**config.mk**
```make
export PLATFORM = sky130hd
export DESIGN_NAME = phase_cmd_rx
export DESIGN_NICKNAME = d
export VERILOG_FILES = /design/src/rtl/dds_rx_pkg.sv /design/src/rtl/rx_timeout_cnt.sv /design/src/rtl/phase_cmd_rx.sv
export SDC_FILE = /design/constraint.sdc
export NUM_CORES = 1
export LEC_CHECK = 0
export ABC_AREA = 1
export CAP_MARGIN = 20
export CELL_PAD_IN_SITES_DETAIL_PLACEMENT = 2
export CELL_PAD_IN_SITES_GLOBAL_PLACEMENT = 2
export CORE_UTILIZATION = 30
export CTS_BUF_LIST = sky130_fd_sc_hd__clkbuf_16
export CTS_CLUSTER_SIZE = 20
export DETAILED_ROUTE_END_ITERATION = 10
export MAX_ROUTING_LAYER = met4
export PLACE_DENSITY = 0.83
export SLEW_MARGIN = 20
export SYNTH_ARGS = -nofsm -noshare
export SYNTH_HDL_FRONTEND = slang
export SYNTH_HIERARCHICAL = 1
export SYNTH_SLANG_ARGS = --single-unit
```
**constraint.sdc**
```tcl
create_clock -name CLK -period 2.2 [get_ports CLK]
set_clock_uncertainty 0.1 [all_clocks]
set_input_delay 0.33 -clock CLK [delete_from_list [all_inputs] [get_ports CLK]]
set_output_delay 0.33 -clock CLK [all_outputs]
set_load 0.01 [all_outputs]
```
**src/rtl/dds_rx_pkg.sv**
```systemverilog
// dds_rx_pkg: shared framing constants and receiver FSM state type
package dds_rx_pkg;
  localparam logic [7:0] SYNC_BYTE = 8'hA5;
  localparam logic [7:0] COMMIT_ID = 8'hFF;
  typedef enum logic [1:0] {IDLE, CHAN, DATA, CSUM} rx_state_t;
endpackage

```
**src/rtl/rx_timeout_cnt.sv**
```systemverilog
// rx_timeout_cnt: inter-byte idle counter, expires after TIMEOUT_CYC silent running cycles
module rx_timeout_cnt #(
  parameter int TIMEOUT_CYC = 50000
) (
  input  logic clk,
  input  logic rst_n,
  input  logic clear,
  input  logic run,
  output logic expire
);
  localparam int CW = $clog2(TIMEOUT_CYC + 1);
  logic [CW-1:0] r_cnt;
  // a byte in the same cycle suppresses expiry
  assign expire = run && !clear && r_cnt == CW'(TIMEOUT_CYC - 1);
  always_ff @(posedge clk or negedge rst_n)
    if (!rst_n) r_cnt <= '0;
    else r_cnt <= (clear || !run || expire) ? '0 : r_cnt + 1'b1;
endmodule

```
**src/rtl/phase_cmd_rx.sv**
```systemverilog
// phase_cmd_rx: UART framed phase-word receiver with shadow registers, commit and error reporting
module phase_cmd_rx
  import dds_rx_pkg::*;
#(
  parameter int NUM_CH      = 4,
  parameter int PHASE_W     = 10,
  parameter int TIMEOUT_CYC = 50000
) (
  input  logic                      CLK,
  input  logic                      RSTn,
  input  logic                      RX_Done_Sig,
  input  logic [7:0]                RX_Data,
  output logic                      RX_En_Sig,
  output logic [NUM_CH*PHASE_W-1:0] phase_o,
  output logic                      update_pulse,
  output logic                      err_csum,
  output logic                      err_chan,
  output logic                      err_timeout,
  output logic [7:0]                err_cnt
);
  localparam int NB = (PHASE_W + 7) / 8;
  localparam int AW = 8 * NB;
  localparam int BW = (NB > 1) ? $clog2(NB) : 1;
  rx_state_t r_state, w_next;
  logic [AW-1:0] r_asm;
  logic [BW-1:0] r_bcnt;
  logic [7:0] r_ch, r_csum, r_err_cnt;
  logic [PHASE_W-1:0] r_shadow [NUM_CH];
  logic [NUM_CH*PHASE_W-1:0] r_phase;
  logic r_en, r_upd, r_ecs, r_ech, r_eto;
  logic w_expire, w_last, w_chan_ok, w_in_csum, w_match;
  logic w_write, w_commit, w_csum_err, w_bad_chan, w_err;
  assign w_chan_ok  = RX_Data < 8'(NUM_CH);
  assign w_last     = r_bcnt == BW'(NB - 1);
  assign w_in_csum  = RX_Done_Sig && r_state == CSUM;
  assign w_match    = RX_Data == r_csum;
  assign w_write    = w_in_csum && w_match && r_ch != COMMIT_ID;
  assign w_commit   = w_in_csum && w_match && r_ch == COMMIT_ID;
  assign w_csum_err = w_in_csum && !w_match;
  assign w_bad_chan = RX_Done_Sig && r_state == CHAN && !w_chan_ok && RX_Data != COMMIT_ID;
  assign w_err      = w_csum_err || w_bad_chan || w_expire;
  rx_timeout_cnt #(.TIMEOUT_CYC(TIMEOUT_CYC)) u_tmo (
    .clk   (CLK),
    .rst_n (RSTn),
    .clear (RX_Done_Sig),
    .run   (r_state != IDLE),
    .expire(w_expire)
  );
  always_ff @(posedge CLK or negedge RSTn)
    if (!RSTn) r_state <= IDLE;
    else r_state <= w_next;
  always_comb begin
    w_next = r_state;
    if (RX_Done_Sig)
      case (r_state)
        IDLE:    w_next = (RX_Data == SYNC_BYTE) ? CHAN : IDLE;
        CHAN:    w_next = w_chan_ok ? DATA : (RX_Data == COMMIT_ID) ? CSUM : IDLE;
        DATA:    w_next = w_last ? CSUM : DATA;
        default: w_next = IDLE;
      endcase
    else if (w_expire) w_next = IDLE;
  end
  always_ff @(posedge CLK or negedge RSTn)
    if (!RSTn) begin
      r_en      <= 1'b0;
      r_upd     <= 1'b0;
      r_ecs     <= 1'b0;
      r_ech     <= 1'b0;
      r_eto     <= 1'b0;
      r_err_cnt <= '0;
      r_asm     <= '0;
      r_bcnt    <= '0;
      r_ch      <= '0;
      r_csum    <= '0;
      r_phase   <= '0;
      for (int k = 0; k < NUM_CH; k++) r_shadow[k] <= '0;
    end else begin
      r_en  <= 1'b1;
      r_upd <= w_commit;
      r_ecs <= w_csum_err;
      r_ech <= w_bad_chan;
      r_eto <= w_expire;
      if (w_err && r_err_cnt != 8'hFF) r_err_cnt <= r_err_cnt + 8'd1;
      if (RX_Done_Sig && r_state == CHAN) begin
        r_ch   <= RX_Data;
        r_csum <= RX_Data;
        r_bcnt <= '0;
      end
      if (RX_Done_Sig && r_state == DATA) begin
        r_asm  <= AW'({r_asm, RX_Data});
        r_csum <= r_csum ^ RX_Data;
        r_bcnt <= r_bcnt + 1'b1;
      end
      for (int k = 0; k < NUM_CH; k++) begin
        if (w_write && r_ch == 8'(k)) r_shadow[k] <= r_asm[PHASE_W-1:0];
        if (w_commit) r_phase[k*PHASE_W +: PHASE_W] <= r_shadow[k];
      end
    end
  assign RX_En_Sig    = r_en;
  assign phase_o      = r_phase;
  assign update_pulse = r_upd;
  assign err_csum     = r_ecs;
  assign err_chan     = r_ech;
  assign err_timeout  = r_eto;
  assign err_cnt      = r_err_cnt;
endmodule

```
==> flow_summary_export.csv <==
group,metric,value,unit
outcome,run_status,"finished, final reports clean",
drt,vias,5187,
timing,finalCriticalPeriod,1.94,ns
logic_synthesis,ys_seq_area_frac,0.568,
critical_path,critical_path_class,"reg -> reg",
timing,final_hold_viol_count,0,
layout,num-nets-final,837,
min_path,hold_path_class,"in -> async",
logic_synthesis,synthesis.area,0.00608,mm^2
die,fp.dieW,144,um
drt,drc,0,
clocking,cts_buffers,17,
layout,final_cell_mix,"nand2_1, dfrtp_1, clkdlybuf4s50_1",
job,cap_viol_max_count,0,
die,die_area,0.0208,mm^2
global_routing,grt_pass1_vias,5690,
global_routing,overflow,0,
clocking,clockBufferDepth,2,
clocking,cts.clk_slew.worst_paths,0.06,ns
critical_path,critPathCaptureType,"flop",
layout,final_cell_count_no_fill,1099,
global_routing,antenna_found_initial,0,
timing,max_slew.worst_pin.slew,0.560,ns
logic_synthesis,synth_area_per_cell,8.47,um^2
logic_synthesis,synthMuxAreaShare,0,
logic_synthesis,synth_top_family_by_area,"simple AND/OR/NAND/NOR gates",
logic_synthesis,ys_warn_count,6,
timing,fmax,516,MHz
placed_design,dp_slack,-0.157,ns
clocking,cts_sinks,138,
layout,n_antenna_cell,0,
drt,dr.pass1.iters,4,
placed_design,hpwl,12500,um
layout,multi_input_area,0.00230,mm^2
timing,fin_crit_sh,0.881,
logic_synthesis,synth-seq-cells,138,
power_and_ir_drop,powerDensity,736,mW/mm^2
logic_synthesis,synthAdderAreaFrac,0.00412,
drt,viasPerCell,4.72,
power_and_ir_drop,vdd_drop_max,540,uV
critical_path,cp.arrival,2.15,ns
timing,setup_viol,0,
logic_synthesis,synthTopCellsByArea,"dfrtp_1, nand2_1, nand4_1, nor2_1, inv_1",
logic_synthesis,synthSimpleGateAreaFrac,0.322,
clocking,postCtsSetupBuffers,0,
drt,drt-initial-drc-count,147,
layout,fill_cells,2268,
timing,setup_tns,0,ns
layout,final_common_cell,"nand2_1",
logic_synthesis,synth-xor-area-share,0.0187,
logic_synthesis,netlist.top_cell.by_area,"dfrtp_1",
timing,slew_headroom,0.627,
critical_path,start_kind,"flop",
placed_design,dp.cells,1069,
drt,wl_per_cell,15.8,um
placed_design,io_buffers,63,
logic_synthesis,synthesis.nets,731,
die,num_io_pins,64,
global_routing,grt_pass1_wl,29200,um
clocking,root_buffer,"clkbuf_16",
logic_synthesis,synth_compound_area_frac,0.0325,
clocking,clock_latency,0.42,ns
layout,regArea,0.00345,mm^2
power_and_ir_drop,power_leakage,0.00398,uW
logic_synthesis,netlist_instances,718,
critical_path,cp_data_required_time,2.41,ns
die,die_y,144,um
die,start_util,0.309,
timing,grt_setup_unrepaired,"no",
logic_synthesis,netlist.area_leader.share,0.568,
die,rows,51,
layout,drive_gt1_frac,0.109,
placed_design,place_congestion,0.765,
layout,area_growth,29.3,%
timing,slew_viol_final,0,
logic_synthesis,yosysUniqueCellTypes,29,
drt,wirelength,17400,um
timing,layout_setup_ws,0.261,ns
global_routing,grt_max_degree,58,
die,core_area,0.0197,mm^2
global_routing,grt_usage,0.189,
drt,ant_nets,0,
critical_path,cp_max_fo,4,
clocking,cts_tree,"done",
clocking,htreeDepth,4,
metal layers:
| metal | up-vias | wire (um) | part of all wire | global-route usage |
|---|---|---|---|---|
| met5 | - | 0 | 0 | - |
| met4 | 0 | 241 | 0.014 | 0.0626 |
| met3 | 16 | 473 | 0.027 | 0.0348 |
| met2 | 77 | 8720 | 0.50 | 0.320 |
| met1 | 2589 | 7930 | 0.46 | 0.227 |
| li1 | 2505 | - | - | - |
Yosys cell counts:
cell type / count
clkbuf_1: 11
nand2_2: 4
nand2_1: 320
nor2_8: 1
buf_2: 9
buf_6: 4
conb_1: 1
inv_1: 46
nor3_2: 1
nor2_4: 1
xnor2_1: 3
o21ai_1: 2
o21bai_1: 3
nand3_1: 25
clkinv_2: 1
nor3b_1: 1
ha_1: 2
nor2_1: 48
dfrtp_1: 138
nand3_2: 5
nor2_2: 1
inv_2: 2
o221ai_1: 8
buf_8: 1
nor3_1: 4
nand4_1: 46
nand2_4: 1
xor2_1: 10
o21ai_0: 19
flip-flops by register name, summed over array words and instances (netlist names):
signal and flops:
RX_En_Sig 1, err_chan 1, err_cnt 8, err_csum 1
err_timeout 1, phase_o 40, r_asm 10, r_bcnt 1
r_ch 8, r_csum 8, r_shadow 40, r_state 2
u_tmo/r_cnt 16, update_pulse 1
report_power, final:
group | internal, uW | switching (uW)
Clock | 1510 | 1050
Combinational | 168 | 264
Sequential | 2660 | 136
Total | 4340 | 1450
worst max-delay path, cell delays in order (launching register included):
cell,delay (ns)
dfrtp_1,0.39
ha_1,0.22
nand3_2,0.10
nor3_2,0.13
nand2_2,0.11
nor3_2,0.15
inv_1,0.08
nand2_1,0.07
inv_1,0.04
nand2_2,0.08
nand2_1,0.07
buf_4,0.16
nand2_1,0.07
nand2_1,0.05
cell type report:
type                    count  area share
clock inverters            12      0.0113
inverters                  49      0.0236
clock buffers              17      0.0541
repair buffers            112       0.137
multi-input cells         506       0.293
well taps                 265      0.0422
flip-flops and latches    138       0.439
logic make-up (layout without fill, tap and decap cells):
| kind of cell | count (synthesis) | after routing |
|---|---|---|
| compound gates | 32 | 32 |
| xor+xnor | 13 | 13 |
| fa+ha+maj | 2 | 2 |
| other cells | 1 | 1 |
| simple gates | 458 | 458 |
| buf+inv | 74 | 190 |
| flops | 138 | 138 |
metrics by stage:
| step | power, uW | util | cell area, um^2 | hold WS (ns) |
|---|---|---|---|---|
| after floorplan | 3010 | - | 6080 | -0.0656 |
| after global placement | 3230 | 0.373 | 7330 | 0.244 |
| after detailed placement | 3280 | 0.373 | 7330 | 0.245 |
| after CTS | 5860 | 0.400 | 7860 | 0.369 |
| after global routing | 6020 | 0.400 | 7860 | 0.390 |
| final | 5780 | 0.400 | 7860 | 0.370 |
final timing paths:
path	startpoint	endpoint	slack, ns	depth (start not counted)
max in group asynchronous	RSTn	phase_o[21]$_DFFE_PN0P_	0.97	3
worst min-delay path	RSTn	r_shadow[35]$_DFFE_PN0P_	0.37	2
min in group CLK	r_shadow[11]$_DFFE_PN0P_	r_shadow[11]$_DFFE_PN0P_	0.37	2
worst max register to register	u_tmo/r_cnt[0]$_DFF_PN0_	err_cnt[0]$_DFFE_PN0P_	0.26	13
worst max-delay path	u_tmo/r_cnt[0]$_DFF_PN0_	err_cnt[0]$_DFFE_PN0P_	0.26	13
worst min register to register	r_shadow[11]$_DFFE_PN0P_	r_shadow[11]$_DFFE_PN0P_	0.37	2
timing repair:
| action | CTS | global route |
|---|---|---|
| hold buffers | 1 | 0 |
| endpoints found under the hold margin | 53 | 0 |
| gates resized for setup | 0 | 1 |
| setup endpoints to repair | 0 | 5 |
Note: power is estimated with default switching activity, not from simulation.
